--- src/rtl/fetch_queue_pkg.sv ---
`default_nettype none
// ============================================================================
//  Module      : fetch_queue_pkg
//  Description : Shared types for the fetch/decode instruction queue:
//                pre-decode class encoding, exception-bit positions and the
//                queue entry record.
//  Revision    : 1.0 - initial release
// ============================================================================
package fetch_queue_pkg;

    // Entry fields are carried at these widths. Narrower top-level
    // ADDR_WIDTH / INST_WIDTH values are zero-extended into them.
    localparam int c_addr_w = 32;
    localparam int c_inst_w = 32;

    // Exception vector layout: {break, syscall, ine}
    localparam int c_exc_w       = 3;
    localparam int c_exc_ine     = 0;
    localparam int c_exc_syscall = 1;
    localparam int c_exc_break   = 2;

    typedef enum logic [3:0] {
        CLS_ALU3R   = 4'd0,
        CLS_UI5     = 4'd1,
        CLS_SI12    = 4'd2,
        CLS_SI20    = 4'd3,
        CLS_CSR     = 4'd4,
        CLS_RDCNT   = 4'd5,
        CLS_BRANCH  = 4'd6,
        CLS_JUMP    = 4'd7,
        CLS_LOAD    = 4'd8,
        CLS_STORE   = 4'd9,
        CLS_BREAK   = 4'd10,
        CLS_SYSCALL = 4'd11,
        CLS_INVALID = 4'd15
    } inst_class_e;

    typedef struct packed {
        logic [c_addr_w-1:0] pc;
        logic [c_inst_w-1:0] inst;
        logic                pred_taken;
        logic [c_addr_w-1:0] pred_target;
        inst_class_e         cls;
        logic [c_exc_w-1:0]  exc;
    } fq_entry_t;

    function automatic logic [c_exc_w-1:0] exc_from_class(input inst_class_e cls);
        logic [c_exc_w-1:0] v_exc;
        v_exc              = '0;
        v_exc[c_exc_break]   = (cls == CLS_BREAK);
        v_exc[c_exc_syscall] = (cls == CLS_SYSCALL);
        v_exc[c_exc_ine]     = (cls == CLS_INVALID);
        return v_exc;
    endfunction

endpackage
`default_nettype wire

--- src/rtl/fetch_decode_queue_predecode.sv ---
`default_nettype none
// ============================================================================
//  Module      : fetch_decode_queue_predecode
//  Description : Combinational pre-decode of one instruction into its class
//                and exception flags. The first matching pattern wins.
//  Ports       : i_inst   - instruction word
//                o_class  - inst_class_e encoding
//                o_except - {break, syscall, ine}
//  Revision    : 1.0 - initial release
// ============================================================================
module fetch_decode_queue_predecode
    import fetch_queue_pkg::*;
(
    input  wire logic [c_inst_w-1:0] i_inst,
    output logic      [3:0]          o_class,
    output logic      [c_exc_w-1:0]  o_except
);

    inst_class_e w_class;

    always_comb begin
        w_class = CLS_INVALID;
        if (i_inst[31:15] == 17'h00054)
            w_class = CLS_BREAK;
        else if (i_inst[31:15] == 17'h00056)
            w_class = CLS_SYSCALL;
        else if (i_inst[31:11] == 21'b000000000000000001100)
            w_class = CLS_RDCNT;
        else if ((i_inst[31:22] == 10'd0) && (i_inst[21] || i_inst[20]))
            w_class = CLS_ALU3R;
        else if ((i_inst[31:20] == 12'h004) && (i_inst[17:15] == 3'b001))
            w_class = CLS_UI5;
        else if (i_inst[31:25] == 7'b0000001)
            w_class = CLS_SI12;
        else if (i_inst[31:24] == 8'h04)
            w_class = CLS_CSR;
        else if (i_inst[31:28] == 4'b0001)
            w_class = CLS_SI20;
        else if ((i_inst[31:30] == 2'b01) && (i_inst[29:26] >= 4'b0110) && (i_inst[29:26] <= 4'b1011))
            w_class = CLS_BRANCH;
        else if ((i_inst[31:30] == 2'b01) && (i_inst[29:26] >= 4'b0011) && (i_inst[29:26] <= 4'b0101))
            w_class = CLS_JUMP;
        else if ((i_inst[31:29] == 3'b001) && (i_inst[28:24] == 5'b01001))
            w_class = CLS_STORE;
        else if (i_inst[31:29] == 3'b001)
            w_class = CLS_LOAD;
    end

    assign o_class  = w_class;
    assign o_except = exc_from_class(w_class);

endmodule
`default_nettype wire

--- src/rtl/fetch_decode_queue.sv ---
`default_nettype none
// ============================================================================
//  Module      : fetch_decode_queue
//  Description : Circular instruction buffer between fetch and a multi-issue
//                decode stage. Up to IN_WIDTH instructions are pre-decoded
//                and enqueued per cycle; the OUT_WIDTH oldest entries are
//                presented, and the consumer pops up to OUT_WIDTH of them.
//                flush empties the queue and overrides enqueue and pop.
//  Build macro : FETCH_BYPASS_EN - when defined, an enqueue into an empty
//                queue is shown on out_* in the same cycle; bypassed entries
//                popped that cycle are never written into storage.
//  Ports       : clk, rst_n (async active-low), flush
//                in_valid/in_count/in_pc/in_inst/in_pred_taken/
//                in_pred_target - fetch bundle, slot 0 first
//                in_ready       - room for a full bundle (registered count)
//                out_valid      - thermometer of presented entries
//                out_pc/out_inst/out_pred_taken/out_pred_target/out_class/
//                out_except     - presented entries, slot 0 oldest
//                out_pop        - entries consumed this cycle
//                count          - current occupancy
//  Revision    : 1.0 - initial release
// ============================================================================
module fetch_decode_queue
    import fetch_queue_pkg::*;
#(
    parameter int DEPTH      = 8,
    parameter int IN_WIDTH   = 2,
    parameter int OUT_WIDTH  = 2,
    parameter int ADDR_WIDTH = 32,
    parameter int INST_WIDTH = 32
) (
    input  wire logic                             clk,
    input  wire logic                             rst_n,
    input  wire logic                             flush,
    input  wire logic                             in_valid,
    input  wire logic [$clog2(IN_WIDTH+1)-1:0]    in_count,
    input  wire logic [IN_WIDTH*ADDR_WIDTH-1:0]   in_pc,
    input  wire logic [IN_WIDTH*INST_WIDTH-1:0]   in_inst,
    input  wire logic [IN_WIDTH-1:0]              in_pred_taken,
    input  wire logic [IN_WIDTH*ADDR_WIDTH-1:0]   in_pred_target,
    output logic                                  in_ready,
    output logic      [OUT_WIDTH-1:0]             out_valid,
    output logic      [OUT_WIDTH*ADDR_WIDTH-1:0]  out_pc,
    output logic      [OUT_WIDTH*INST_WIDTH-1:0]  out_inst,
    output logic      [OUT_WIDTH-1:0]             out_pred_taken,
    output logic      [OUT_WIDTH*ADDR_WIDTH-1:0]  out_pred_target,
    output logic      [OUT_WIDTH*4-1:0]           out_class,
    output logic      [OUT_WIDTH*3-1:0]           out_except,
    input  wire logic [$clog2(OUT_WIDTH+1)-1:0]   out_pop,
    output logic      [$clog2(DEPTH+1)-1:0]       count
);

    localparam int c_ptr_w = $clog2(DEPTH);
    localparam int c_cnt_w = $clog2(DEPTH+1);
    localparam int c_in_w  = $clog2(IN_WIDTH+1);
    localparam int c_pop_w = $clog2(OUT_WIDTH+1);

    fq_entry_t           r_mem [DEPTH];
    logic [c_ptr_w-1:0]  r_head;
    logic [c_ptr_w-1:0]  r_tail;
    logic [c_cnt_w-1:0]  r_count;

    fq_entry_t           w_in_entry  [IN_WIDTH];
    fq_entry_t           w_out_entry [OUT_WIDTH];
    logic                w_enq;
    logic                w_bypass;
    logic [c_in_w-1:0]   w_in_cnt;
    logic [c_pop_w-1:0]  w_pop_eff;
    int                  w_avail;
    int                  w_skip;
    logic [IN_WIDTH-1:0] w_wr_en;
    logic [c_ptr_w-1:0]  w_wr_idx [IN_WIDTH];
    logic [c_ptr_w-1:0]  w_head_inc;

    // ------------------------------------------------------------------
    // Pre-decode at the enqueue port
    // ------------------------------------------------------------------
    for (genvar g = 0; g < IN_WIDTH; g++) begin : g_predecode
        logic [3:0]         w_cls;
        logic [c_exc_w-1:0] w_exc;

        fetch_decode_queue_predecode u_predecode (
            .i_inst   (c_inst_w'(in_inst[g*INST_WIDTH +: INST_WIDTH])),
            .o_class  (w_cls),
            .o_except (w_exc)
        );

        assign w_in_entry[g] = '{
            pc:          c_addr_w'(in_pc[g*ADDR_WIDTH +: ADDR_WIDTH]),
            inst:        c_inst_w'(in_inst[g*INST_WIDTH +: INST_WIDTH]),
            pred_taken:  in_pred_taken[g],
            pred_target: c_addr_w'(in_pred_target[g*ADDR_WIDTH +: ADDR_WIDTH]),
            cls:         inst_class_e'(w_cls),
            exc:         w_exc
        };
    end

    // ------------------------------------------------------------------
    // Handshake
    // ------------------------------------------------------------------
    assign in_ready = (r_count <= c_cnt_w'(DEPTH - IN_WIDTH));
    assign w_enq    = in_valid && in_ready && !flush;
    assign w_in_cnt = w_enq ? in_count : '0;
    assign count    = r_count;

`ifdef FETCH_BYPASS_EN
    assign w_bypass = w_enq && (r_count == '0);
`else
    assign w_bypass = 1'b0;
`endif

    // Presented entries and clamped pop. Without bypass this depends only
    // on registered count, so out_pop never reaches out_* or in_ready.
    always_comb begin
        w_avail = w_bypass ? int'(in_count) : int'(r_count);
        if (w_avail > OUT_WIDTH)
            w_avail = OUT_WIDTH;
        w_pop_eff = (int'(out_pop) > w_avail) ? c_pop_w'(w_avail) : out_pop;
        for (int i = 0; i < OUT_WIDTH; i++)
            out_valid[i] = (i < w_avail);
    end

    // Bypassed slots consumed in the same cycle are skipped, so the slots
    // that remain are packed down starting at tail.
    always_comb begin
        w_skip = w_bypass ? int'(w_pop_eff) : 0;
        for (int j = 0; j < IN_WIDTH; j++) begin
            w_wr_en[j]  = w_enq && (j < int'(in_count)) && (j >= w_skip);
            w_wr_idx[j] = r_tail + c_ptr_w'(j) - c_ptr_w'(w_skip);
        end
    end

    // A bypass pop consumes incoming slots, not stored ones.
    assign w_head_inc = w_bypass ? '0 : c_ptr_w'(w_pop_eff);

    // ------------------------------------------------------------------
    // Pointers and occupancy
    // ------------------------------------------------------------------
    always_ff @(posedge clk or negedge rst_n) begin
        if (!rst_n) begin
            r_head  <= '0;
            r_tail  <= '0;
            r_count <= '0;
        end else if (flush) begin
            r_head  <= '0;
            r_tail  <= '0;
            r_count <= '0;
        end else begin
            r_head  <= r_head + w_head_inc;
            r_tail  <= r_tail + c_ptr_w'(w_in_cnt) - c_ptr_w'(w_skip);
            r_count <= r_count + c_cnt_w'(w_in_cnt) - c_cnt_w'(w_pop_eff);
        end
    end

    // Storage holds no reset; validity is tracked solely by count.
    always_ff @(posedge clk) begin
        for (int j = 0; j < IN_WIDTH; j++) begin
            if (w_wr_en[j])
                r_mem[w_wr_idx[j]] <= w_in_entry[j];
        end
    end

    // ------------------------------------------------------------------
    // Output slots, slot 0 oldest
    // ------------------------------------------------------------------
    for (genvar g = 0; g < OUT_WIDTH; g++) begin : g_out
        logic [c_ptr_w-1:0] w_rd_idx;
        assign w_rd_idx = r_head + c_ptr_w'(g);

        if (g < IN_WIDTH) begin : g_bypass_mux
            assign w_out_entry[g] = w_bypass ? w_in_entry[g] : r_mem[w_rd_idx];
        end else begin : g_mem_only
            assign w_out_entry[g] = r_mem[w_rd_idx];
        end

        assign out_pc[g*ADDR_WIDTH +: ADDR_WIDTH]          = ADDR_WIDTH'(w_out_entry[g].pc);
        assign out_inst[g*INST_WIDTH +: INST_WIDTH]        = INST_WIDTH'(w_out_entry[g].inst);
        assign out_pred_taken[g]                           = w_out_entry[g].pred_taken;
        assign out_pred_target[g*ADDR_WIDTH +: ADDR_WIDTH] = ADDR_WIDTH'(w_out_entry[g].pred_target);
        assign out_class[g*4 +: 4]                         = w_out_entry[g].cls;
        assign out_except[g*3 +: 3]                        = w_out_entry[g].exc;
    end

`ifndef SYNTHESIS
    always @(posedge clk) begin
        if (rst_n) begin
            assert (!(in_valid && (in_count > c_in_w'(IN_WIDTH))))
                else $error("in_count exceeds IN_WIDTH");
            assert (int'(out_pop) <= w_avail)
                else $error("out_pop exceeds presented entries");
        end
    end
`endif

endmodule
`default_nettype wire
--- config.mk ---
export PLATFORM = sky130hd
export DESIGN_NAME = fetch_decode_queue
export DESIGN_NICKNAME = d
export VERILOG_FILES = /design/src/rtl/fetch_queue_pkg.sv /design/src/rtl/fetch_decode_queue_predecode.sv /design/src/rtl/fetch_decode_queue.sv
export SDC_FILE = /design/constraint.sdc
export NUM_CORES = 2
export LEC_CHECK = 0
export ABC_AREA = 1
export CAP_MARGIN = 20
export CORE_AREA = 2 2 338 340
export CTS_CLUSTER_SIZE = 10
export DETAILED_ROUTE_END_ITERATION = 6
export DIE_AREA = 0 0 340 342
export PLACE_DENSITY = 0.72
export SLEW_MARGIN = 0
export SYNTH_ARGS = -nofsm -noshare
export SYNTH_HDL_FRONTEND = slang
export SYNTH_SLANG_ARGS = --single-unit
export TNS_END_PERCENT = 50
--- constraint.sdc ---
create_clock -name clk -period 17.9 [get_ports clk]
set_clock_uncertainty 0.15 [all_clocks]
set_input_delay 3.58 -clock clk [delete_from_list [all_inputs] [get_ports clk]]
set_output_delay 3.58 -clock clk [all_outputs]
set_load 0.01 [all_outputs]
=== Word-level counts from Yosys, hierarchy flattened ===
Memory sizes are Yosys's and may differ from the RTL's.
Cells that the tools add are included.

* Equality and inequality tests: 28
* Reductions and logical operators: 23
* $add $sub $neg: 6
* $lt $le $gt $ge: 15
* Muxes and demuxes: 34

{| class="wikitable"
|+ Operators by type and width
! operator !! count
|-
| 4-bit 2-to-1 mux || 24
|-
| 17-bit by 7-bit equality test with 1-bit output (second input constant) || 4
|-
| 21-bit by 4-bit equality test with 1-bit output (second input constant) || 2
|-
| 12-bit by 3-bit equality test with 1-bit output (second input constant) || 2
|-
| 4-bit equality test (second input constant) || 6
|-
| 10-bit zero test || 2
|-
| 1-bit logical AND || 18
|-
| 8-bit by 3-bit equality test with 1-bit output (second input constant) || 2
|-
| 7-bit by 1-bit equality test with 1-bit output (second input constant) || 2
|-
| 3-bit by 1-bit equality test with 1-bit output (second input constant) || 4
|-
| 4-bit by 3-bit <= comparator with 1-bit output (second input constant) || 3
|-
| 3-bit 2-to-1 mux || 4
|-
| 5-bit by 4-bit equality test with 1-bit output (second input constant) || 2
|-
| 4-bit by 1-bit equality test with 1-bit output (second input constant) || 2
|-
| 4-bit by 2-bit greater-or-equal comparator with 1-bit output (second input constant) || 2
|-
| 4-bit by 3-bit greater-or-equal comparator with 1-bit output (second input constant) || 2
|-
| 4-bit <= comparator (second input constant) || 2
|-
| 1-bit by 4-bit < comparator with 1-bit output (first input constant) || 2
|-
| 3-bit by 1-bit adder with 3-bit output (second input constant) || 2
|-
| 3-bit by 2-bit adder with 3-bit output || 2
|-
| 4-bit by 2-bit adder with 4-bit output || 1
|-
| 2-bit by 1-bit equality test with 1-bit output (second input constant) || 2
|-
| 2-bit by 4-bit > comparator with 1-bit output || 1
|-
| 4-bit by 2-bit > comparator with 1-bit output (second input constant) || 1
|-
| other kinds (6) || 12
|}

* RAM bits: 832
* Memories kept: 1
* Word-level logic and storage cells: 110
* Input port bits: 202
* Output and inout bits: 215
* Flip-flop bits (word level): 10

{| class="wikitable"
|+ Memories
! memory !! words !! width !! rd ports !! clocked after memory_dff !! write ports !! RTL line !! source
|-
| r_mem || 8 || 104 || 2 || 0 || 2 || fetch_decode_queue.sv:58 || <nowiki>fq_entry_t r_mem [DEPTH];</nowiki>
|}

=== Depth between registers and ports, before layout ===
* Depth in word-level cells: 14
* Mapped depth: 17
* Gate-level depth less buffers: 17

=== By module ===
A second synthesis with hierarchy kept.

* Cell total of the unflattened synthesis: 7566
* Area, all modules: 56948.4 um2

{| class="wikitable"
|+ Modules (own cells, without submodules)
! module !! cells an instance !! sequential area each (um2) !! area an instance (um2) !! instances
|-
| fetch_decode_queue || 7386 || 25234.2 || 56065.0 || 1
|-
| fetch_decode_queue_predecode || 90 || 0.0 || 441.7 || 2
|}

=== Worst setup path before layout ===
OpenSTA, ideal clock, no wires.

* Path type: input to register
* Start: input port flush
* End: memory r_mem[4][0] (netlist name) (enable)
* Library setup time: 849 ps
* Arrival time: 14705 ps
* Cell stages on the path: 6
* Setup slack: 2197 ps
* Required time: 16901 ps
* Path buffers: 1
* Cell sequence: buf_2 -> inv_1 -> nand3_4 -> nor2_8 -> nor2_1 -> o41ai_1

{| class="wikitable"
|+ RTL lines
! element !! RTL line !! source
|-
| from (decl) || fetch_decode_queue.sv:34 || <nowiki>input wire logic flush,</nowiki>
|-
| to (decl) || fetch_decode_queue.sv:58 ||
|}

=== Worst setup path after layout ===
* Start: register r_head[0]
* End: output port out_pc[63]

* Word-level cells in the longest chain between the ends: 2

{| class="wikitable"
|+ Ends and longest elaborated chain
! element !! RTL line !! source
|-
| from (decl) || fetch_decode_queue.sv:59 || <nowiki>logic [c_ptr_w-1:0] r_head;</nowiki>
|-
| from (signal assigned) || fetch_decode_queue.sv:149 || <nowiki>r_head <= r_head + w_head_inc;</nowiki>
|-
| 3-bit by 1-bit adder with 3-bit output || fetch_decode_queue.sv:168 || <nowiki>assign w_rd_idx = r_head + c_ptr_w'(g);</nowiki>
|-
| memory read 8 x 104 bit || - ||
|-
| to (decl) || fetch_decode_queue.sv:43 || <nowiki>output logic [OUT_WIDTH*ADDR_WIDTH-1:0] out_pc,</nowiki>
|}

Every way passes these cells.

==> results.cfg <==
[floorplan]
start_util_pct = 44.40
core_area_um2 = 113100
die_h_um = 342
num_rows = 124
io_pins = 417
fp.dieW_um = 340
die-area_um2 = 116300

[sta]
rsz0062_at_grt = false
min_period_ns = 9.543
max_freq_mhz = 104.8
setup_viol = 0
slew_headroom_pct = 17.16
slew_viol_final = 0
final.setup.tns_ns = 0
post-route-period-util_pct = 53.31
hold_viol_final = 0
tightest_slew_ns = 1.243
setup_ws_ns = 8.357

[setup_path]
cp.arrival_ns = 5.81
crit_chain = ha_4, buf_4, buf_4, inv_1, a21oi_1, o21ai_0, nand2_1, nor2_1, a31oi_1, clkdlybuf4s50_1
r2r_cells = 11
cp_top_family = buffers and inverters
critPathRequiredTime_ns = 14.17
r2r_setup_slack_ns = 13.08
cp_slowest_stage_delay_ns = 1.01
r2r_end = r_mem[5][100]
reg2reg_from = r_tail[0]
cpMostUsedCell = buf_4
crit_fanout = 86
crit_slowest_cell = dfrtp_4
critical_path_class = flip-flop to primary output
cp_num_buf_inv = 4
critPathLaunchType = flip-flop
endpoint_kind = primary output

[global_routing]
grt_max_degree = 265
antenna_found_initial = 11
grt_pass1_vias = 43060
grt_pass1_wl_mm = 247.4
grt-ovfl-total = 0
grt_usage_pct = 27.16

[logic_synthesis]
yosys_warnings = 0
synth_area_leaders = edfxtp_1, o21ai_0, nand2_1
synth_adder_area_share_pct = 0.4086
yosysUniqueCellTypes = 44
synth_top_family_by_area = compound AO/OA/AOI/OAI gates
yosys.area.top_type = edfxtp_1
muxShareOfSynthArea_pct = 0
synth_edf_count = 832
syn_avg_cell_area_um2 = 8.083
seq_area_frac_synth_pct = 50.25
yosys.area.top_type_share_pct = 49.75
synth_xor_area_share_pct = 0.06976
async_flop_share_pct = 1.188
ys_seq_elements = 842
synth-simple-area-share_pct = 13.77
synthCells = 6213
syn-num-nets = 6429
synth-main-ff-cell = edfxtp_1
synthesis.area_um2 = 50220
synth_compound_area_share_pct = 26.16

[clock_network]
post_cts_resized = 0
cts.sink_count = 842
clk_transition_reported_paths_ns = 0.06
insertion_delay_ns = 0.69
ctsLongestPathBuffers = 3
clk_root_buffer_cell = clkbuf_16
cts.htree.levels = 3
postCtsSetupRepairBufs = 0
cts_buffers = 98
cts_hold_buf = 0
cts_tree = done

[placement]
placed_cell_area_um2 = 54080
place_congestion = 0.8620
post-dp-hpwl_mm = 92.51
pre_cts_slack_ns = 9.189
numPortBuffers = 416

[final_layout]
seq_area_um2 = 25250
final_area_um2 = 56860
synthToLayoutAreaGrowth_pct = 13.22
multi_input_area_um2 = 20440
drive_gt1_share_pct = 3.492
fin_nets = 6410
fillerInstances = 10280

[route]
vias = 45910
routed_wl_mm = 163.5
drc = 0
post_drt_via_cell_ratio = 5.916
routedWlPerCell_um = 21.07
antenna_left = 0
dr.pass1.iters = 6
drtIter0Drc = 5680

[worst_hold_path]
min_from = r_tail[2]
holdPathEnd = r_tail[2]
min_path_cells = 2
hold_class = flip-flop to flip-flop

[pwr]
power.density_nw_per_um2 = 140.2
ir_worst_vdd_mv = 0.1637
leakage_nw = 21.23

[run_status]
status = finished clean

[job]
drv_cap = 0
-- sequential cells by signal (all words and copies together), names as in the netlist --
name / flops
r_mem: 832
count: 4
r_head: 3
r_tail: 3
-- cell families (layout without fill, tap and decap cells) --
family | Yosys count | after routing
other | 0 | 6
XOR/XNOR | 4 | 4
adder cells (fa/ha/maj) | 14 | 14
AND/OR/NAND/NOR | 1777 | 1777
buffers and inverters | 1067 | 1096
flip-flops | 842 | 842
AO/OA/AOI/OAI | 2509 | 2509
-- where the power goes --
| part | switching (mW) | total (mW) | internal, mW |
|---|---|---|---|
| clock network | 0.792 | 1.80 | 1.01 |
| logic | 2.34 | 3.83 | 1.48 |
| registers | 0.0828 | 2.35 | 2.26 |
| total | 3.22 | 7.97 | 4.76 |
-- area by class of cell --
cell class              instances  area share (%)
flip-flops and latches        842           44.40
multi-input cells            4304           35.94
repair buffers                481           8.327
clock buffers                 133           4.619
well taps                    1512           3.327
inverters                     467           3.171
clock inverters                15          0.1827
diodes                          6         0.02641
-- metal layers --
layer / routed length, um / share of wire [%] / vias up / GRT usage [%]
li1: - / - / 21460 / -
met1: 65020 / 40 / 21460 / 35.83
met2: 75860 / 46 / 2586 / 44.19
met3: 17190 / 11 / 395 / 4.893
met4: 5332 / 3.3 / 12 / 11.17
met5: 70 / 0.043 / - / 0
-- worst reg2reg max path: cells and delay by family, from the launching register on --
family / cells / cell delay [ns]
buffers and inverters: 5 / 2.59
AOI/OAI and AO/OA: 1 / 0.18
DFF: 1 / 0.72
and+or+nand+nor: 4 / 0.47
adders and majority gates: 1 / 0.26
-- Yosys cell counts, types with 3 or more instances --
library cell,number
xnor2_1,3
o21bai_1,8
nor2_4,7
o211ai_1,104
buf_2,221
dfrtp_1,10
inv_2,11
nand4_1,16
fa_1,4
ha_1,10
nor3_1,5
clkbuf_1,267
nand3b_1,3
o31ai_1,6
o21ai_0,1336
edfxtp_1,832
o21ai_1,307
nand2_4,3
buf_6,46
a21oi_1,534
buf_4,17
nor2_1,591
nand2_1,1105
nand3_1,35
buf_1,49
inv_1,456
a31oi_1,207
-- placed cells by master (no fill, tap or decap), types with 8 or more instances in the layout --
cell type        count
nor2_1             590
edfxtp_1           832
o21bai_1             8
inv_6               10
clkbuf_16          100
o21ai_1            307
o21ai_0           1336
a21oi_1            534
ha_1                 9
a31oi_1            207
nor2_4               8
nand3_1             35
buf_4               59
o211ai_1           104
clkdlybuf4s50_1    416
inv_1              456
clkbuf_1            33
nand4_1             16
nand2_1           1105
-- through the flow --
stage / util [%] / hold slack [ns] / instances / power (mW)
6_report: 50.27 / 0.4971 / 7760 / 7.973
5_1_grt: 50.27 / 0.5726 / 7758 / 8.396
4_1_cts: 50.23 / 0.4992 / 7753 / 7.946
3_5_place_dp: 47.82 / 0.4797 / 7605 / 6.153
3_3_place_gp: 47.82 / 0.4732 / 7605 / 6.088
2_1_floorplan: - / 0.4147 / 6213 / 4.507
-- worst max path at each step --
| stage | start | cells after the start | to |
|---|---|---|---|
| floorplan | flush | 6 | r_mem[4][0] |
| global placement | r_head[0] | 10 | out_pc[63] |
| detailed placement | r_head[0] | 10 | out_pc[63] |
| CTS | r_head[0] | 10 | out_pc[63] |
| global route | r_head[0] | 8 | out_pc[58] |
| finish | r_head[0] | 10 | out_pc[63] |
Power figures use the tool's default switching activity.
